`config.mk`:
```
export PLATFORM = sky130hd
export DESIGN_NAME = pc_next_unit
export DESIGN_NICKNAME = d
export VERILOG_FILES = /design/src/rtl/pc_next_unit.sv
export SDC_FILE = /design/constraint.sdc
export NUM_CORES = 1
export LEC_CHECK = 0
export BUFFER_PORTS_ARGS = -buffer_cell sky130_fd_sc_hd__buf_2
export CORE_MARGIN = 4
export CORE_UTILIZATION = 40
export DETAILED_ROUTE_END_ITERATION = 16
export GPL_ROUTABILITY_DRIVEN = 0
export PLACE_DENSITY = 0.78
export SKIP_LAST_GASP = 1
export SYNTH_ARGS = -nofsm -noshare
export SYNTH_HDL_FRONTEND = slang
export SYNTH_SLANG_ARGS = --single-unit
export TNS_END_PERCENT = 1
```
`constraint.sdc`:
```
create_clock -name clk -period 5.97 [get_ports clk]
set_input_delay 1.791 -clock clk [delete_from_list [all_inputs] [get_ports clk]]
set_output_delay 1.791 -clock clk [all_outputs]
set_load 0.01 [all_outputs]
```
`src/rtl/pc_next_unit.sv`:
```
`default_nettype none
// ============================================================================
// Module   : pc_next_unit
// Purpose  : Program counter with sequential, branch, jump, call and return
//            next-address selection. Define RAS_EN to add the return stack.
// Revision : 1.0 - initial release
// ============================================================================
module pc_next_unit #(
    parameter int                ADDR_W    = 10,
    parameter int                OFF_W     = 10,
    parameter logic [ADDR_W-1:0] RESET_PC  = '0,
    parameter int                RAS_DEPTH = 4
) (
    input  logic              clk,
    input  logic              reset,
    input  logic              stall,
    input  logic              br_taken,
    input  logic [OFF_W-1:0]  br_offset,
    input  logic              jmp,
    input  logic [ADDR_W-1:0] jmp_addr,
    input  logic              call,
    input  logic              ret,
    output logic [ADDR_W-1:0] pc,
    output logic [ADDR_W-1:0] pc_inc,
    output logic [ADDR_W-1:0] br_target,
    output logic              pc_valid,
    output logic              redirect,
    output logic              ras_empty,
    output logic              ras_err
);

    localparam logic [ADDR_W-1:0] c_addr_one = ADDR_W'(1);

    logic [ADDR_W-1:0] r_pc;
    logic              r_pc_valid;
    logic              r_redirect;
    logic [ADDR_W-1:0] w_pc_inc;
    logic [ADDR_W-1:0] w_off_ext;
    logic [ADDR_W-1:0] w_br_target;
    logic [ADDR_W-1:0] w_next_pc;
    logic              w_redirect;

    assign w_pc_inc    = r_pc + c_addr_one;
    assign w_off_ext   = ADDR_W'($signed(br_offset));
    assign w_br_target = w_pc_inc + w_off_ext;

`ifdef RAS_EN
    localparam int                c_ptr_w    = $clog2(RAS_DEPTH);
    localparam int                c_cnt_w    = $clog2(RAS_DEPTH + 1);
    localparam logic [c_ptr_w-1:0] c_ptr_one = c_ptr_w'(1);
    localparam logic [c_cnt_w-1:0] c_cnt_one = c_cnt_w'(1);
    localparam logic [c_cnt_w-1:0] c_cnt_full = c_cnt_w'(RAS_DEPTH);

    logic [ADDR_W-1:0]  r_stack [RAS_DEPTH];
    logic [c_ptr_w-1:0] r_sp;
    logic [c_cnt_w-1:0] r_count;
    logic               r_err;
    logic [c_ptr_w-1:0] w_top_idx;
    logic [c_ptr_w-1:0] w_wr_idx;
    logic               w_empty;
    logic               w_full;
    logic               w_push;
    logic               w_pop;
    logic               w_swap;
    logic               w_err_set;

    // r_sp is the next free slot; once full it also points at the oldest entry
    assign w_top_idx = r_sp - c_ptr_one;
    assign w_wr_idx  = w_swap ? w_top_idx : r_sp;
    assign w_empty   = (r_count == '0);
    assign w_full    = (r_count == c_cnt_full);

    always_comb begin
        w_next_pc  = w_pc_inc;
        w_redirect = 1'b0;
        w_push     = 1'b0;
        w_pop      = 1'b0;
        w_swap     = 1'b0;
        w_err_set  = 1'b0;
        if (ret && !w_empty) begin
            w_next_pc  = r_stack[w_top_idx];
            w_redirect = 1'b1;
            w_swap     = call;
            w_pop      = !call;
        end else if (ret && !call) begin
            w_err_set  = 1'b1;
        end else if (call) begin
            w_next_pc  = jmp_addr;
            w_redirect = 1'b1;
            w_push     = 1'b1;
            w_err_set  = ret | w_full;
        end else if (jmp) begin
            w_next_pc  = jmp_addr;
            w_redirect = 1'b1;
        end else if (br_taken) begin
            w_next_pc  = w_br_target;
            w_redirect = 1'b1;
        end
    end

    always_ff @(posedge clk or posedge reset) begin
        if (reset) begin
            r_sp    <= '0;
            r_count <= '0;
            r_err   <= 1'b0;
        end else if (!stall) begin
            if (w_push) begin
                r_sp <= r_sp + c_ptr_one;
                if (!w_full) begin
                    r_count <= r_count + c_cnt_one;
                end
            end else if (w_pop) begin
                r_sp    <= w_top_idx;
                r_count <= r_count - c_cnt_one;
            end
            if (w_err_set) begin
                r_err <= 1'b1;
            end
        end
    end

    // Entries are only read when the count says they are valid, so no reset
    always_ff @(posedge clk) begin
        if (!stall && (w_push || w_swap)) begin
            r_stack[w_wr_idx] <= w_pc_inc;
        end
    end

    assign ras_empty = w_empty;
    assign ras_err   = r_err;
`else
    logic w_unused;
    assign w_unused = ret ^ RAS_DEPTH[0];

    always_comb begin
        w_next_pc  = w_pc_inc;
        w_redirect = 1'b0;
        if (call || jmp) begin
            w_next_pc  = jmp_addr;
            w_redirect = 1'b1;
        end else if (br_taken) begin
            w_next_pc  = w_br_target;
            w_redirect = 1'b1;
        end
    end

    assign ras_empty = 1'b1;
    assign ras_err   = 1'b0;
`endif

    always_ff @(posedge clk or posedge reset) begin
        if (reset) begin
            r_pc       <= RESET_PC;
            r_pc_valid <= 1'b0;
            r_redirect <= 1'b0;
        end else begin
            r_pc_valid <= 1'b1;
            if (stall) begin
                r_redirect <= 1'b0;
            end else begin
                r_pc       <= w_next_pc;
                r_redirect <= w_redirect;
            end
        end
    end

    assign pc        = r_pc;
    assign pc_inc    = w_pc_inc;
    assign br_target = w_br_target;
    assign pc_valid  = r_pc_valid;
    assign redirect  = r_redirect;

endmodule
`default_nettype wire

```
==> run metrics <==
status=finished, final reports clean; Tot Pwr=0.000416 W; Pwr Density=around 270 nW/um2; RSZ-0062 raised after global routing=false; Core Region=2810 um2; setup slack after layout=0.594 ns; commonest non-fill, non-tap cells in the layout=buf_2, nor2_1, dfrtp_1; share of post-route cells with drive strength above 1=34.7%; crit-path cells=buf_2 -> ha_1 -> inv_1 -> fa_1 -> nor2b_1 -> o21ai_0 -> nand2b_1 -> a31oi_1 -> a21oi_1 -> xor2_1 -> buf_2; Worst path slowest cell=fa_1; Final setup viols=0; Top Ports=61; Critical Path AT=3.58 ns; vias in the first global route=between 1,000 and 1,500; CP bufs+invs=3; setup_tns=0 ns; Tmin final=5.38 ns; most frequent CP cell=buf_2; initial DRC count=53; Max Fclk=approximately 190 MHz; number of detailed-route iterations in the first pass=4; Synth-to-Final Area Change=27.6%; largest net degree at the start of global routing=23; die height=62.7 um; drt wl/cell=13.3 um; Num CTS Buffers=3; clk sink count=12; Crit Path Class=input pin to primary output; post-place setup slack=0.596 ns; # fillers=between 200 and 300; Syn Inst Count=approximately 140; synth warn=0; GRT Util Overall=around 16%; nets=238; final wirelength=3070 um; Starting Density=42.7%; grt ovf=0; leakage=~0.8 nW; CP startpoint kind=input pin; CP Capture Type=primary output; CP Data Required Time=about 4.2 ns; Vias=1,161; Reg clk slew, reported paths=0.07 ns; most common cell after layout, fill and taps aside=buf_2; largest fanout on the critical path=2; row count=19; crit share post-route=90.0%; Max Cap Viol=0; # resized after CTS=0; total die area=3930 um2; register bit total from synthesis=12; H-tree levels=1; Final Hold Vio Count=0; cell area after synthesis=1200 um2; Hold-fix buffers, CTS=0; clock root cell=clkbuf_4; Hold WC Path Type=register to register; Seq/Total Area, Yosys=25.1%; Synth cell types=36; post-CTS setup buffers=0; Via density=5.05; CP top delay family=adder cells; Horiz. Die Dim=62.7 um; Skew-Pair Late Insertion Delay=0.26 ns; syn avg cell area=8.32 um2; antenna violations before repair=0; Worst IR Drop VDD=0.000147 V; Crit path largest cell delay=0.42 ns; first-pass GRT wire length=5190 um; ANT nets after route=0; CTS tree=yes; R2R Setup Slk=3.23 ns; Final Slew Violations=0; DP HPWL=between 2000 and 3000 um; DRC Markers=0; Clock Path Buffers=2; port bufs=57; Layout Skew=roughly 0.0018 ns; # diodes=0
synth_stat cells:
cell type | number | share of area [%]
ha_1 | 10 | 10
o21a_1 | 1 | 0.63
a21oi_1 | 10 | 4.2
xor2_1 | 7 | 5.1
mux2_2 | 1 | 0.94
dfrtp_1 | 12 | 25
and3_1 | 3 | 1.6
xnor2_1 | 9 | 6.6
and3_4 | 1 | 0.94
o211ai_1 | 1 | 0.63
a211oi_1 | 1 | 0.63
o21ai_0 | 7 | 2.9
a31oi_1 | 1 | 0.52
fa_1 | 1 | 1.7
o31ai_2 | 1 | 1.0
o221ai_1 | 1 | 0.73
inv_1 | 6 | 1.9
nand3_1 | 7 | 2.9
xnor2_2 | 1 | 1.4
a21o_1 | 5 | 3.1
nand2_1 | 11 | 3.4
buf_4 | 2 | 1.3
o31ai_1 | 1 | 0.63
or3_1 | 2 | 1.0
nand2b_1 | 2 | 1.0
o31a_1 | 1 | 0.73
nand3b_1 | 1 | 0.63
clkbuf_1 | 5 | 1.6
or2_2 | 2 | 1.0
a21oi_2 | 2 | 1.5
o22a_1 | 1 | 0.73
nand4_1 | 1 | 0.52
nor2b_1 | 4 | 2.1
mux2i_1 | 7 | 5.9
conb_1 | 2 | 0.63
nor2_1 | 14 | 4.4
power by group:
group	switching (W)	total (W)	leakage (nW)	internal, W
Sequential	0.0000139	0.000106	0.143	0.0000916
Clock	0.0000253	0.0000623	0.0210	0.0000370
Combinational	0.000137	0.000248	0.652	0.000111
Total	0.000176	0.000416	0.816	0.000240
state kept, by name, indices dropped and copies added (netlist names):
register  count
pc           10
pc_valid      1
redirect      1
routing by layer:
metal	share of wire [%]	GRT usage, %	vias up
met5	0	0	-
met4	0.36	3.31	0
met3	4.2	2.16	2
met2	47	27.0	29
met1	49	21.6	522
li1	-	-	608
worst paths after layout:
path,startpoint,endpoint,cells past startpoint
min,pc[7]$_DFFE_PP0N_,pc[7]$_DFFE_PP0N_,2
max in group asynchronous,reset,pc[5]$_DFFE_PP0N_,2
max,br_offset[0],br_target[8],11
max reg2reg,pc[0]$_DFFE_PP0N_,pc[9]$_DFFE_PP0N_,10
min reg2reg,pc[7]$_DFFE_PP0N_,pc[7]$_DFFE_PP0N_,2
min in group asynchronous,reset,pc[0]$_DFFE_PP0N_,2
worst reg2reg max path: cells and delay by family, from the launching register on:
family                     cells  cell delay (ns)
DFF                            1             0.48
adders and majority gates      2             0.62
AOI/OAI and AO/OA              4             0.79
and+or+nand+nor                2             0.30
xor gates and xnor gates       2             0.44
layout make-up:
class                   instances  area (um2)  share of cell area, %
well taps                      31        38.8                   2.54
repair buffers                 57         285                   18.7
multi-input cells             120         845                   55.3
flip-flops and latches         12         300                   19.7
clock buffers                   4        36.3                   2.38
inverters                       6        22.5                   1.47
per-stage QoR:
stage	area (um2)	std cells	utilization [%]	hold slack, ns
2_1_floorplan	1200	145	-	0.568
3_3_place_gp	1490	226	53.2	0.545
3_5_place_dp	1490	226	53.2	0.561
4_1_cts	1530	230	54.5	0.579
5_1_grt	1530	230	54.5	0.615
6_report	1530	230	54.5	0.572
kinds of logic (layout without fill, tap and decap cells):
logic type      count (synthesis)  count (layout)  synth area share, %
fa+ha+maj                      11              11                 12.1
simple gates                   48              48                 19.6
compound gates                 33              33                 18.0
flops                          12              12                 25.1
other cells                     2               3                0.627
xor+xnor                       17              17                 13.1
buf+inv                        13              67                 4.70
mux                             8               8                 6.79
No activity file was read; power rests on OpenSTA's default activity.
